[src/rtl/fifo_wr_arbiter.sv]
// Round-robin arbiter sharing one FIFO write port among NUM_REQ producers with bounded bursts.
// Optional macro FIFO_ARB_XFER_CNT_EN adds the xfer_count output (16-bit transfer counter).
module fifo_wr_arbiter #(
  parameter int NUM_REQ    = 4,
  parameter int DATA_WIDTH = 8,
  parameter int MAX_BURST  = 4,
  parameter int ID_WIDTH   = 2
) (
  input  logic                          clk,
  input  logic                          rst,
  input  logic [NUM_REQ-1:0]            req,
  input  logic [NUM_REQ*DATA_WIDTH-1:0] req_data,
  input  logic                          fifo_full,
  output logic [NUM_REQ-1:0]            gnt,
  output logic                          fifo_we,
  output logic [DATA_WIDTH-1:0]         fifo_data,
  output logic                          busy,
  output logic [ID_WIDTH-1:0]           owner
`ifdef FIFO_ARB_XFER_CNT_EN
  ,
  output logic [15:0]                   xfer_count
`endif
);

  typedef enum logic [0:0] {
    IDLE  = 1'b0,
    BURST = 1'b1
  } state_t;

  state_t                state_r;
  logic [ID_WIDTH-1:0]   rr_ptr_r;
  logic [ID_WIDTH-1:0]   owner_r;
  logic [3:0]            burst_cnt_r;
  logic                  busy_r;
  logic [ID_WIDTH-1:0]   pick_s;
  logic [ID_WIDTH-1:0]   next_ptr_s;
  logic                  found_s;
  logic                  sel_req_s;
  logic [DATA_WIDTH-1:0] sel_data_s;
  logic [NUM_REQ-1:0]    gnt_s;
  logic                  xfer_s;
  logic                  last_s;

  // Round-robin scan starting at rr_ptr, wrapping modulo NUM_REQ
  always_comb begin
    int sum;
    int idx;
    sum     = 0;
    idx     = 0;
    pick_s  = '0;
    found_s = 1'b0;
    for (int k = 0; k < NUM_REQ; k++) begin
      sum = int'(rr_ptr_r) + k;
      idx = (sum >= NUM_REQ) ? (sum - NUM_REQ) : sum;
      if (!found_s && req[idx]) begin
        pick_s  = ID_WIDTH'(idx);
        found_s = 1'b1;
      end else begin
        found_s = found_s;
      end
    end
  end

  // Owner's request/data select and per-requester transfer strobes
  always_comb begin
    sel_req_s  = 1'b0;
    sel_data_s = '0;
    gnt_s      = '0;
    for (int i = 0; i < NUM_REQ; i++) begin
      sel_req_s  = sel_req_s | ((owner_r == ID_WIDTH'(i)) & req[i]);
      sel_data_s = sel_data_s |
                   ({DATA_WIDTH{owner_r == ID_WIDTH'(i)}} & req_data[i*DATA_WIDTH +: DATA_WIDTH]);
      gnt_s[i]   = (state_r == BURST) & ~rst & ~fifo_full & req[i] & (owner_r == ID_WIDTH'(i));
    end
  end

  assign xfer_s     = |gnt_s;
  assign last_s     = (burst_cnt_r == 4'(MAX_BURST - 1));
  assign next_ptr_s = (owner_r == ID_WIDTH'(NUM_REQ - 1)) ? '0 : (owner_r + ID_WIDTH'(1));

  assign gnt       = gnt_s;
  assign fifo_we   = xfer_s;
  assign fifo_data = xfer_s ? sel_data_s : '0;
  assign busy      = busy_r & ~rst;
  assign owner     = owner_r;

  // Arbitration FSM: IDLE picks an owner, BURST streams until limit or request drop
  always_ff @(posedge clk) begin
    if (rst) begin
      state_r     <= IDLE;
      rr_ptr_r    <= '0;
      owner_r     <= '0;
      burst_cnt_r <= 4'd0;
      busy_r      <= 1'b0;
    end else begin
      case (state_r)
        IDLE: begin
          if (found_s && !fifo_full) begin
            owner_r     <= pick_s;
            burst_cnt_r <= 4'd0;
            state_r     <= BURST;
            busy_r      <= 1'b1;
          end
        end
        BURST: begin
          if ((xfer_s && last_s) || !sel_req_s) begin
            state_r     <= IDLE;
            busy_r      <= 1'b0;
            rr_ptr_r    <= next_ptr_s;
            burst_cnt_r <= 4'd0;
          end else if (xfer_s) begin
            burst_cnt_r <= burst_cnt_r + 4'd1;
          end
        end
        default: begin
          state_r <= IDLE;
          busy_r  <= 1'b0;
        end
      endcase
    end
  end

`ifdef FIFO_ARB_XFER_CNT_EN
  logic [15:0] xfer_count_r;

  // Free-running count of accepted words, wraps naturally at 16 bits
  always_ff @(posedge clk) begin
    if (rst) begin
      xfer_count_r <= 16'd0;
    end else if (xfer_s) begin
      xfer_count_r <= xfer_count_r + 16'd1;
    end
  end

  assign xfer_count = xfer_count_r;
`endif

endmodule

[config.mk]
export PLATFORM = sky130hd
export DESIGN_NAME = fifo_wr_arbiter
export DESIGN_NICKNAME = d
export VERILOG_FILES = /design/src/rtl/fifo_wr_arbiter.sv
export SDC_FILE = /design/constraint.sdc
export NUM_CORES = 1
export LEC_CHECK = 0
export CAP_MARGIN = 20
export CORE_UTILIZATION = 30
export CTS_CLUSTER_SIZE = 24
export DETAILED_ROUTE_END_ITERATION = 12
export PLACE_DENSITY = 0.78
export SYNTH_ARGS = -nofsm -noshare
export SYNTH_HDL_FRONTEND = slang
export SYNTH_SLANG_ARGS = --single-unit
export TNS_END_PERCENT = 1
[constraint.sdc]
create_clock -name clk -period 4.1 [get_ports clk]
set_input_delay 0.41 -clock clk [delete_from_list [all_inputs] [get_ports clk]]
set_output_delay 0.41 -clock clk [all_outputs]
set_load 0.05 [all_outputs]
==> flow_metrics.py <==
metrics = {
    "grt": {
        "antenna_found_initial": 0,
        "grt_pass1_vias": 948,
        "use_met3_pct": 5.56,
        "grt_use_met2_pct": 33.5,
        "grt_pass1_wl_um": 4150,
        "overflow": 0,
        "met1_usage_pct": 21.7,
        "grt_use_total_pct": 19.5,
        "top_usage_layer": "met2",
        "grt_max_degree": 15,
    },
    "floorplan": {
        "design.die.area_mm2": 0.00296,
        "core_area_mm2": 0.00254,
        "die_w_um": 54.4,
        "io_pins": 55,
        "start_util_pct": 32.4,
        "fp.dieH_um": 54.4,
        "placementRows": 18,
    },
    "hold_path": {
        "hold_path_depth": 2,
        "min_path_type": "flop to flop",
        "hold_start": "rr_ptr_r[0]$_SDFFE_PP0P_",
        "worstHoldEndpoint": "rr_ptr_r[0]$_SDFFE_PP0P_",
    },
    "worst_setup_path": {
        "critPathCaptureType": "output pin",
        "critPathKind": "input pin to output pin",
        "r2r_end": "burst_cnt_r[1]$_SDFFE_PP0P_",
        "reg2reg_depth": 5,
        "arrival_ns": 2.84,
        "crit_start": "rst",
        "crit_required_ns": 3.69,
        "crit_path_start_kind": "input pin",
        "r2r_start": "owner[0]$_SDFFE_PP0P_",
        "rrSetupSlack_ns": 1.98,
        "crit_fanout": 14,
    },
    "cells_and_area": {
        "layout-drive-gt1-share_pct": 3.14,
        "area_growth_pct": 70.4,
        "final_core_utilization_pct": 55.2,
        "seq_area_um2": 200,
        "n_antenna_cell": 0,
        "multi_input_area_um2": 568,
        "n_fill_cell": 234,
        "fin_nets": 204,
    },
    "power": {
        "internal_power_w": 0.000209,
        "p_sw_share_pct": 29.8,
        "combPwrFrac_pct": 33.6,
        "vdd_ir_drop_max_v": 0.000168,
        "power_switching_w": 0.0000889,
        "leakage_nw": 0.510,
        "p_clk_share_pct": 30.8,
        "seq_power_share_pct": 35.6,
        "power_density_mw_per_mm2": 212,
    },
    "detailed_routing": {
        "drcViolationCount": 0,
        "wirelength_um": 2860,
        "drtIter0Drc": 21,
        "ant_nets": 0,
        "viasPerCell": 5.86,
        "first_pass_iters": 4,
        "routedWlPerCell_um": 15.1,
        "vias": 1107,
    },
    "timing": {
        "setup_viol": 0,
        "fin_worst_skew_ns": 0.0101,
        "period_minus_slack_ns": 3.25,
        "slew_violations": 0,
        "rsz0062_at_grt": "false",
        "fmax_mhz": 308,
        "tns_ns": 0,
        "tightest_slew_ns": 0.552,
        "slew_headroom_pct": 63.1,
        "timing.final.crit_share_pct": 79.3,
        "finalHoldViolations": 0,
    },
    "clock_tree": {
        "cts_root_buf": "clkbuf_4",
        "post_cts_resized": 0,
        "clk_pin_slew_ns": 0.06,
        "clock_sinks": 10,
        "cts_made_buffers": 3,
        "cts_tree": "yes",
        "clockBufferDepth": 2,
        "cts_setup_buffers": 0,
        "clock_latency_ns": 0.28,
        "htree_levels": 1,
        "ctsHoldBuffers": 0,
    },
    "synthesis": {
        "synthDistinctLibCells": 33,
        "syn-cell-area_um2": 825,
        "synth_edf_count": 0,
        "synth_warnings": 0,
        "syn_inst": 108,
        "synth_commonest_cells": "19 x a22oi_1, 18 x a21oi_1, 10 x dfxtp_1, 6 x inv_1, 6 x nor2_1",
        "synth.most_common_cell": "a22oi_1",
        "muxShareOfSynthArea_pct": 1.21,
        "ys_ff_latch": 10,
        "synth-main-ff-cell": "dfxtp_1",
        "synth_top_area_cell": "dfxtp_1",
        "synth-xor-area-share_pct": 0,
        "yosysSeqAreaShare_pct": 24.3,
        "synth_nets": 152,
        "avgSynthCellArea_um2": 7.63,
        "synthSimpleGateAreaFrac_pct": 22.6,
        "synth-async-reset-ratio_pct": 0,
        "synth_top_area_share_pct": 24.3,
        "synth_area_leaders": "dfxtp_1 24%, a22oi_1 17%, a21oi_1 11%",
        "synth-compound-area-share_pct": 37.5,
        "synth_top_family_by_area": "compound AO/OA/AOI/OAI gates",
        "synth_fa_ha_area_share_pct": 7.59,
    },
    "flow_run": {
        "drv_cap": 0,
    },
    "outcome": {
        "run_status": "completed",
    },
    "placed_design": {
        "gp_congestion": 0.845,
        "dp_hpwl_um": 2230,
        "port_buffers": 54,
    },
}
==> per-layer routing <==
metal	share of wire [%]	vias to the layer above	wire length, um
met3	13	5	365
li1	-	528	-
met2	45	53	1290
met4	1.5	0	43
met1	41	521	1160
met5	0	-	0
==> state kept, by name, indices dropped and copies added (netlist names) <==
name,cells
busy_r,1
state_r,1
rr_ptr_r,2
burst_cnt_r,4
owner,2
==> area by class of cell <==
class,instances,share of cell area [%]
clock buffer,4,2.58
timing repair buffer,54,38.5
tap,30,2.67
sequential,10,14.2
multi-input combinational,85,40.4
inverter,6,1.60
==> how the worst max path moves through the flow <==
stage	end	slack [ns]	cells past startpoint
after global routing	fifo_data[6]	0.69	5
final	fifo_data[6]	0.85	5
after global placement	fifo_data[5]	0.94	5
after CTS	fifo_data[6]	0.83	5
after floorplan	fifo_data[0]	1.24	6
after detailed placement	fifo_data[6]	0.83	5
==> worst max-delay path, stage by stage <==
cell and delay (ns):
clkdlybuf4s50_1 0.63, or3b_1 0.48, a21o_1 0.29, a21oi_1 0.20
clkdlybuf4s50_1 0.82
==> cell families after synthesis <==
group / after synthesis
flops: 10
buf+inv: 13
simple gates: 32
mux: 1
fa+ha+maj: 5
compound gates: 47
==> power groups by stage <==
stage          clock [W]  combinational, W  sequential (W)
2_1_floorplan          0         0.0000445        0.000109
3_3_place_gp           0         0.0000981        0.000108
3_5_place_dp           0         0.0000997        0.000108
4_1_cts        0.0000927          0.000100        0.000106
5_1_grt        0.0000956          0.000108        0.000107
6_report       0.0000917          0.000100        0.000106
==> through the flow <==
step / std cells / total power, W / area [um2] / setup slack, ns / hold slack, ns
floorplan: 108 / 0.000154 / 825 / 1.24 / 0.463
global placement: 185 / 0.000206 / 1370 / 0.936 / 0.486
detailed placement: 185 / 0.000208 / 1370 / 0.827 / 0.503
CTS: 189 / 0.000299 / 1410 / 0.827 / 0.517
global route: 189 / 0.000311 / 1410 / 0.691 / 0.541
finish: 189 / 0.000298 / 1410 / 0.849 / 0.517
==> placed cells by master (no fill, tap or decap), drive strengths merged <==
cell type      instances
a21o                   1
a21oi                 18
a22oi                 19
a31oi                  1
a32oi                  1
and3                   4
clkbuf                 4
clkdlybuf4s50         54
dfxtp                 10
ha                     5
inv                    6
mux2i                  1
nand2                  3
nand2b                 1
nand3                  4
nand3b                 1
nand4                  1
nand4b                 1
nor2                   6
nor2b                  1
nor3                   1
nor3b                  2
nor4                   1
o211ai                 1
o21a                   1
o21ai                  2
o221a                  1
o221ai                 1
o31a                   1
or3                    2
or3b                   1
or4                    2
or4b                   1
No activity file was read; power rests on OpenSTA's default activity.
